## config.mk

```make
export PLATFORM = sky130hd
export DESIGN_NAME = ifu_aligner
export DESIGN_NICKNAME = d
export VERILOG_FILES = /design/src/rtl/defs_pkg.sv /design/src/rtl/ifu_aligner.sv
export SDC_FILE = /design/constraint.sdc
export NUM_CORES = 1
export LEC_CHECK = 0
export ABC_AREA = 1
export CORE_MARGIN = 3
export CORE_UTILIZATION = 46
export DETAILED_ROUTE_END_ITERATION = 8
export PLACE_DENSITY = 0.76
export REMOVE_ABC_BUFFERS = 1
export SLEW_MARGIN = 20
export SYNTH_ARGS = -nofsm -noshare
export SYNTH_HDL_FRONTEND = slang
export SYNTH_SLANG_ARGS = --single-unit
export TNS_END_PERCENT = 1
```

## constraint.sdc

```tcl
create_clock -name clk -period 5.42 [get_ports clk]
set_clock_uncertainty 0.15 [all_clocks]
set_input_delay 1.355 -clock clk [delete_from_list [all_inputs] [get_ports clk]]
set_output_delay 1.355 -clock clk [all_outputs]
set_load 0.005 [all_outputs]
```

## src/rtl/defs_pkg.sv

```systemverilog
// rtl/defs_pkg.sv - shared types and helpers for the instruction fetch aligner
//
// Purpose: aligner state enum, the RVC low-bit mask, and small helpers for
// picking a halfword out of a 64-bit fetch line and classifying it.
// Ports: none (package).
package defs_pkg;

   typedef enum logic {
      RUN   = 1'b0,
      CROSS = 1'b1
   } ifu_align_state_t;

   // Low two bits of a 32-bit instruction's first halfword are both set.
   localparam logic [1:0] RvcMask = 2'b11;

   function automatic logic [15:0] get_hw(input logic [63:0] line, input logic [1:0] k);
      return line[{k, 4'b0000} +: 16];
   endfunction

   function automatic logic is_rvc(input logic [15:0] hw);
      return (hw[1:0] & RvcMask) != RvcMask;
   endfunction

endpackage

```

## src/rtl/ifu_aligner.sv

```systemverilog
// rtl/ifu_aligner.sv - aligns 16/32-bit RISC-V instructions out of 64-bit fetch lines
//
// Purpose: walks the FIFO head line halfword by halfword starting at pc_q,
// emitting one compressed or full instruction per step into a registered
// output slot; a 32-bit instruction whose first half is the last halfword of
// a line is carried over (CROSS) and completed with halfword 0 of the next.
// Ports:
//   clk, rst                  clock, async active-high reset
//   wordline, empty           FIFO head line (first-word-fall-through) and empty flag
//   row_flush                 pops the FIFO head this cycle (combinational)
//   redirect, redirect_pc     redirect pulse and new PC[31:1]
//   instr_ready               decoder accepts the output slot
//   instr_valid, instr,       registered output slot: instruction, PC[31:1],
//   instr_pc, instr_compressed  and RVC flag
module ifu_aligner
   import defs_pkg::*;
#(
   parameter logic [31:0] ResetPc = 32'h8000_0000
) (
   input  logic        clk,
   input  logic        rst,
   input  logic [63:0] wordline,
   input  logic        empty,
   output logic        row_flush,
   input  logic        redirect,
   input  logic [30:0] redirect_pc,
   input  logic        instr_ready,
   output logic        instr_valid,
   output logic [31:0] instr,
   output logic [30:0] instr_pc,
   output logic        instr_compressed
);

   localparam logic [30:0] ResetPcHw = ResetPc[31:1];

   ifu_align_state_t state_q, state_d;
   logic [30:0] pc_q, pc_d;
   logic [15:0] carry_q, carry_d;
   logic        valid_q, valid_d;
   logic [31:0] instr_q, instr_d;
   logic [30:0] ipc_q, ipc_d;
   logic        icomp_q, icomp_d;
   logic        flush_d;

   logic [1:0]  off;
   logic [15:0] hw_cur;
   logic [15:0] hw_nxt;
   logic [15:0] hw_first;
   logic        slot_free;
   logic        step;

   assign off       = pc_q[1:0];
   assign hw_cur    = get_hw(wordline, off);
   // Only consulted when off < 3, so the 2-bit wrap of off+1 never matters.
   assign hw_nxt    = get_hw(wordline, off + 2'd1);
   assign hw_first  = wordline[15:0];
   assign slot_free = !valid_q || instr_ready;
   assign step      = !empty && slot_free && !redirect;

   always_comb begin
      state_d = state_q;
      pc_d    = pc_q;
      carry_d = carry_q;
      valid_d = valid_q;
      instr_d = instr_q;
      ipc_d   = ipc_q;
      icomp_d = icomp_q;
      flush_d = 1'b0;

      if (redirect) begin
         valid_d = 1'b0;
         pc_d    = redirect_pc;
         carry_d = 16'h0;
         state_d = RUN;
      end else begin
         // A held instruction accepted this cycle leaves the slot unless
         // a new one replaces it below.
         if (instr_ready) begin
            valid_d = 1'b0;
         end
         if (step) begin
            case (state_q)
               RUN: begin
                  if (is_rvc(hw_cur)) begin
                     valid_d = 1'b1;
                     instr_d = {16'h0, hw_cur};
                     ipc_d   = pc_q;
                     icomp_d = 1'b1;
                     pc_d    = pc_q + 31'd1;
                     flush_d = (off == 2'd3);
                  end else if (off != 2'd3) begin
                     valid_d = 1'b1;
                     instr_d = {hw_nxt, hw_cur};
                     ipc_d   = pc_q;
                     icomp_d = 1'b0;
                     pc_d    = pc_q + 31'd2;
                     flush_d = (off == 2'd2);
                  end else begin
                     // Upper half lives in the next line: park the low half.
                     carry_d = hw_cur;
                     flush_d = 1'b1;
                     state_d = CROSS;
                  end
               end
               CROSS: begin
                  valid_d = 1'b1;
                  instr_d = {hw_first, carry_q};
                  ipc_d   = pc_q;
                  icomp_d = 1'b0;
                  pc_d    = pc_q + 31'd2;
                  state_d = RUN;
               end
               default: state_d = RUN;
            endcase
         end
      end
   end

   always_ff @(posedge clk or posedge rst) begin
      if (rst) begin
         state_q <= RUN;
         pc_q    <= ResetPcHw;
         carry_q <= 16'h0;
         valid_q <= 1'b0;
         instr_q <= 32'h0;
         ipc_q   <= 31'h0;
         icomp_q <= 1'b0;
      end else begin
         state_q <= state_d;
         pc_q    <= pc_d;
         carry_q <= carry_d;
         valid_q <= valid_d;
         instr_q <= instr_d;
         ipc_q   <= ipc_d;
         icomp_q <= icomp_d;
      end
   end

   // Combinational pop; masked while reset is held so no line is lost.
   assign row_flush        = flush_d && !rst;
   assign instr_valid      = valid_q;
   assign instr            = instr_q;
   assign instr_pc         = ipc_q;
   assign instr_compressed = icomp_q;

endmodule

```

==> impl_metrics.yaml <==
worst_setup_path:
  ff2ff_setup_slack_ns: 1.53
  crit_family: "buffers and inverters"
  critPathLaunchType: "input pin"
  crit_chain: "clkdlybuf4s50_1, inv_1, a21oi_2, inv_1, nor2_1, nand3_1, a21oi_1, clkdlybuf4s50_1"
  critPathArrivalTime_ns: 3.36
  cp-startpoint: "instr_ready"
  r2r-start: "pc_q[0]$_DFFE_PP0P_"
  max_stage_delay_ns: 0.55
  required_ns: 3.91
  slowest_stage: "clkdlybuf4s50_1"
  crit_buf_inv: 4
  critPathCaptureType: "output port"
  rr_worst_depth: 11
  worstReg2RegEnd: "instr[16]$_DFFE_PP0P_"
  crit_path_max_fanout: 3
  criticalPathCategory: "in2out"
timing:
  min_period_over_period: 0.897
  final-max-slew-violation-count: 0
  tightestPinTransition_ns: 0.991
  hold_viol: 0
  rsz0062_at_grt: "no"
  worst_slack_ns: 0.558
  fmax_mhz: 206
  fin_crit_ns: 4.86
  setup_viol: 0
  maxSlewHeadroom: 0.338
worst_hold_path:
  hp-class: "reg2reg"
  hold_path_end: "instr_pc[20]$_DFFE_PP0P_"
  min_delay_path_depth: 2
  worstHoldStart: "instr_pc[20]$_DFFE_PP0P_"
pwr:
  leakage_nw: 4.31
  ir_drop_mv: 0.283
  power_density_mw_per_mm2: 515
clock_tree:
  clock-sinks: 113
  root_buffer: "clkbuf_16"
  insertion_delay_ns: 0.43
  cts_resized: 0
  path_clk_slew_ns: 0.06
  post_cts_buffers: 0
  cts_hold_buf: 0
  numCtsBuffers: 17
  clock_path_buffers: 2
  htree_levels: 4
  cts_tree: "built"
synth:
  yosys.area.top_type_share: 0.385
  yosysTopAreaCell: "dfrtp_1"
  synth_area_leaders: "dfrtp_1 (39%), nand2_1 (19%), nor2_1 (6.4%), o21ai_0 (6.1%), nand3_1 (4.4%)"
  synth_cell_types: 40
  synth.cell_area_sq_mm: 0.00727
  yosysSeqAreaShare: 0.389
  avgSynthCellArea_sq_um: 6.74
  yosys_warnings: 0
  synth_cells: 1078
  ys_seq_elements: 113
global_routing:
  grt_use_met1: 0.379
  grt_pass1_vias: 7130
  grtUsageMet2: 0.404
  grtUsageMet3: 0.0502
  grt_pass1_wl_mm: 37.0
  grt_remaining_overflow: 0
  top_usage_layer: "met2"
  grt_start_max_net_pins: 68
  grt_use_total: 0.266
  antenna_found_initial: 0
floorplanning:
  fp.dieH_um: 132
  die_x_um: 132
  dieArea_sq_mm: 0.0174
  core_sq_mm: 0.0153
  initial_utilization: 0.475
  rows: 45
  io_pins: 166
layout:
  drive_gt1_frac: 0.0588
  final_util: 0.629
  area_growth_pct: 32.6
  antenna_cells: 0
  nets: 1314
placement:
  gp_congestion: 0.938
  place_ws_ns: 0.596
  hpwl_mm: 15.9
  port_buffers: 165
status:
  status: "complete, no violations"
drt:
  totalWireLength_mm: 23.2
  first_pass_iters: 5
  via_per_inst: 5.36
  wl_per_cell_um: 16.1
  drcViolationCount: 0
  detail-route-antenna-nets: 0
  drt_iter0_markers: 771
  vias: 7693
flow_run:
  drv_cap: 0
synthesized netlist by cell type (all sizes together):
cell	instances
nand2	382
nor2	135
o21ai	133
dfrtp	112
nand3	65
inv	61
buf	33
clkbuf	29
o22ai	27
a21oi	20
xor2	18
a22oi	15
a21boi	10
xnor2	7
nand4	6
a32o	5
nand3b	4
ha	3
o211ai	3
o31ai	3
nor3	2
or2	2
clkinv	1
dfstp	1
o21bai	1
final cells by class:
class	count	area, sq um
multi-input combinational	841	3920
sequential	113	2830
fill	1392	5680
inverter	62	235
tap	211	264
clock buffer	21	470
clock inverter	11	183
timing repair buffer	176	1730
power by group:
group	internal [W]	switching [W]	total (W)	leakage, nW
Clock	0.000847	0.000409	0.00126	0.323
Combinational	0.000973	0.00132	0.00229	2.55
Sequential	0.00115	0.000271	0.00142	1.43
registers in the layout, summed over array words and instances (netlist names):
name	flops
carry_q	16
instr	32
instr_compressed	1
instr_pc	31
instr_valid	1
pc_q	31
state_q	1
worst min-delay path: cells and delay by family (launching register included):
| family | cells | cell delay, ns |
|---|---|---|
| simple gates | 2 | 0.10 |
| flops | 1 | 0.34 |
routing by layer:
metal  vias up  share of wire
met2       346           0.45
met4         0          0.032
met5         -              0
met3        52          0.075
li1       3780              -
met1      3515           0.45
placed cells by master (no fill, tap or decap), types with 2 or more instances in the layout:
cell type / netlist / final
a21boi_0: 10 / 10
a21oi_1: 18 / 18
a21oi_2: 2 / 2
a22oi_1: 15 / 15
a32o_1: 5 / 5
buf_4: 3 / 11
bufinv_16: 0 / 5
clkbuf_16: 0 / 17
clkbuf_8: 0 / 3
clkdlybuf4s50_1: 0 / 165
clkinv_2: 0 / 5
dfrtp_1: 112 / 111
ha_1: 3 / 3
inv_1: 58 / 57
inv_2: 3 / 3
nand2_1: 375 / 375
nand2_2: 6 / 6
nand3_1: 64 / 64
nand3b_1: 4 / 4
nand4_1: 6 / 6
nor2_1: 124 / 124
nor2_2: 10 / 10
o211ai_1: 3 / 3
o21ai_0: 88 / 88
o21ai_1: 44 / 44
o22ai_1: 27 / 27
o31ai_1: 3 / 3
xnor2_1: 7 / 7
xor2_1: 18 / 18
logic make-up after synthesis:
| family | count (synthesis) | synth area share |
|---|---|---|
| simple gates | 596 | 0.334 |
| buf+inv | 124 | 0.0716 |
| flops | 113 | 0.389 |
| compound gates | 217 | 0.170 |
| xor+xnor | 25 | 0.0301 |
| fa+ha+maj | 3 | 0.00516 |
per-stage QoR:
step,cells,total power (W),TNS [ns],area (sq um),hold slack (ns)
2_1_floorplan,1016,0.00266,-0.205,6980,0.300
3_3_place_gp,1403,0.00364,0,8980,0.311
3_5_place_dp,1403,0.00368,0,8980,0.315
4_1_cts,1435,0.00496,0,9640,0.330
5_1_grt,1435,0.00530,0,9640,0.340
6_report,1435,0.00496,0,9640,0.327
how the worst max path moves through the flow:
stage	cells past startpoint	slack, ns	to
floorplan	3	-0.21	row_flush
global placement	8	0.62	row_flush
detailed placement	8	0.60	row_flush
CTS	8	0.58	row_flush
global route	8	0.42	row_flush
finish	8	0.56	row_flush
Note: power is estimated with default switching activity, not from simulation.
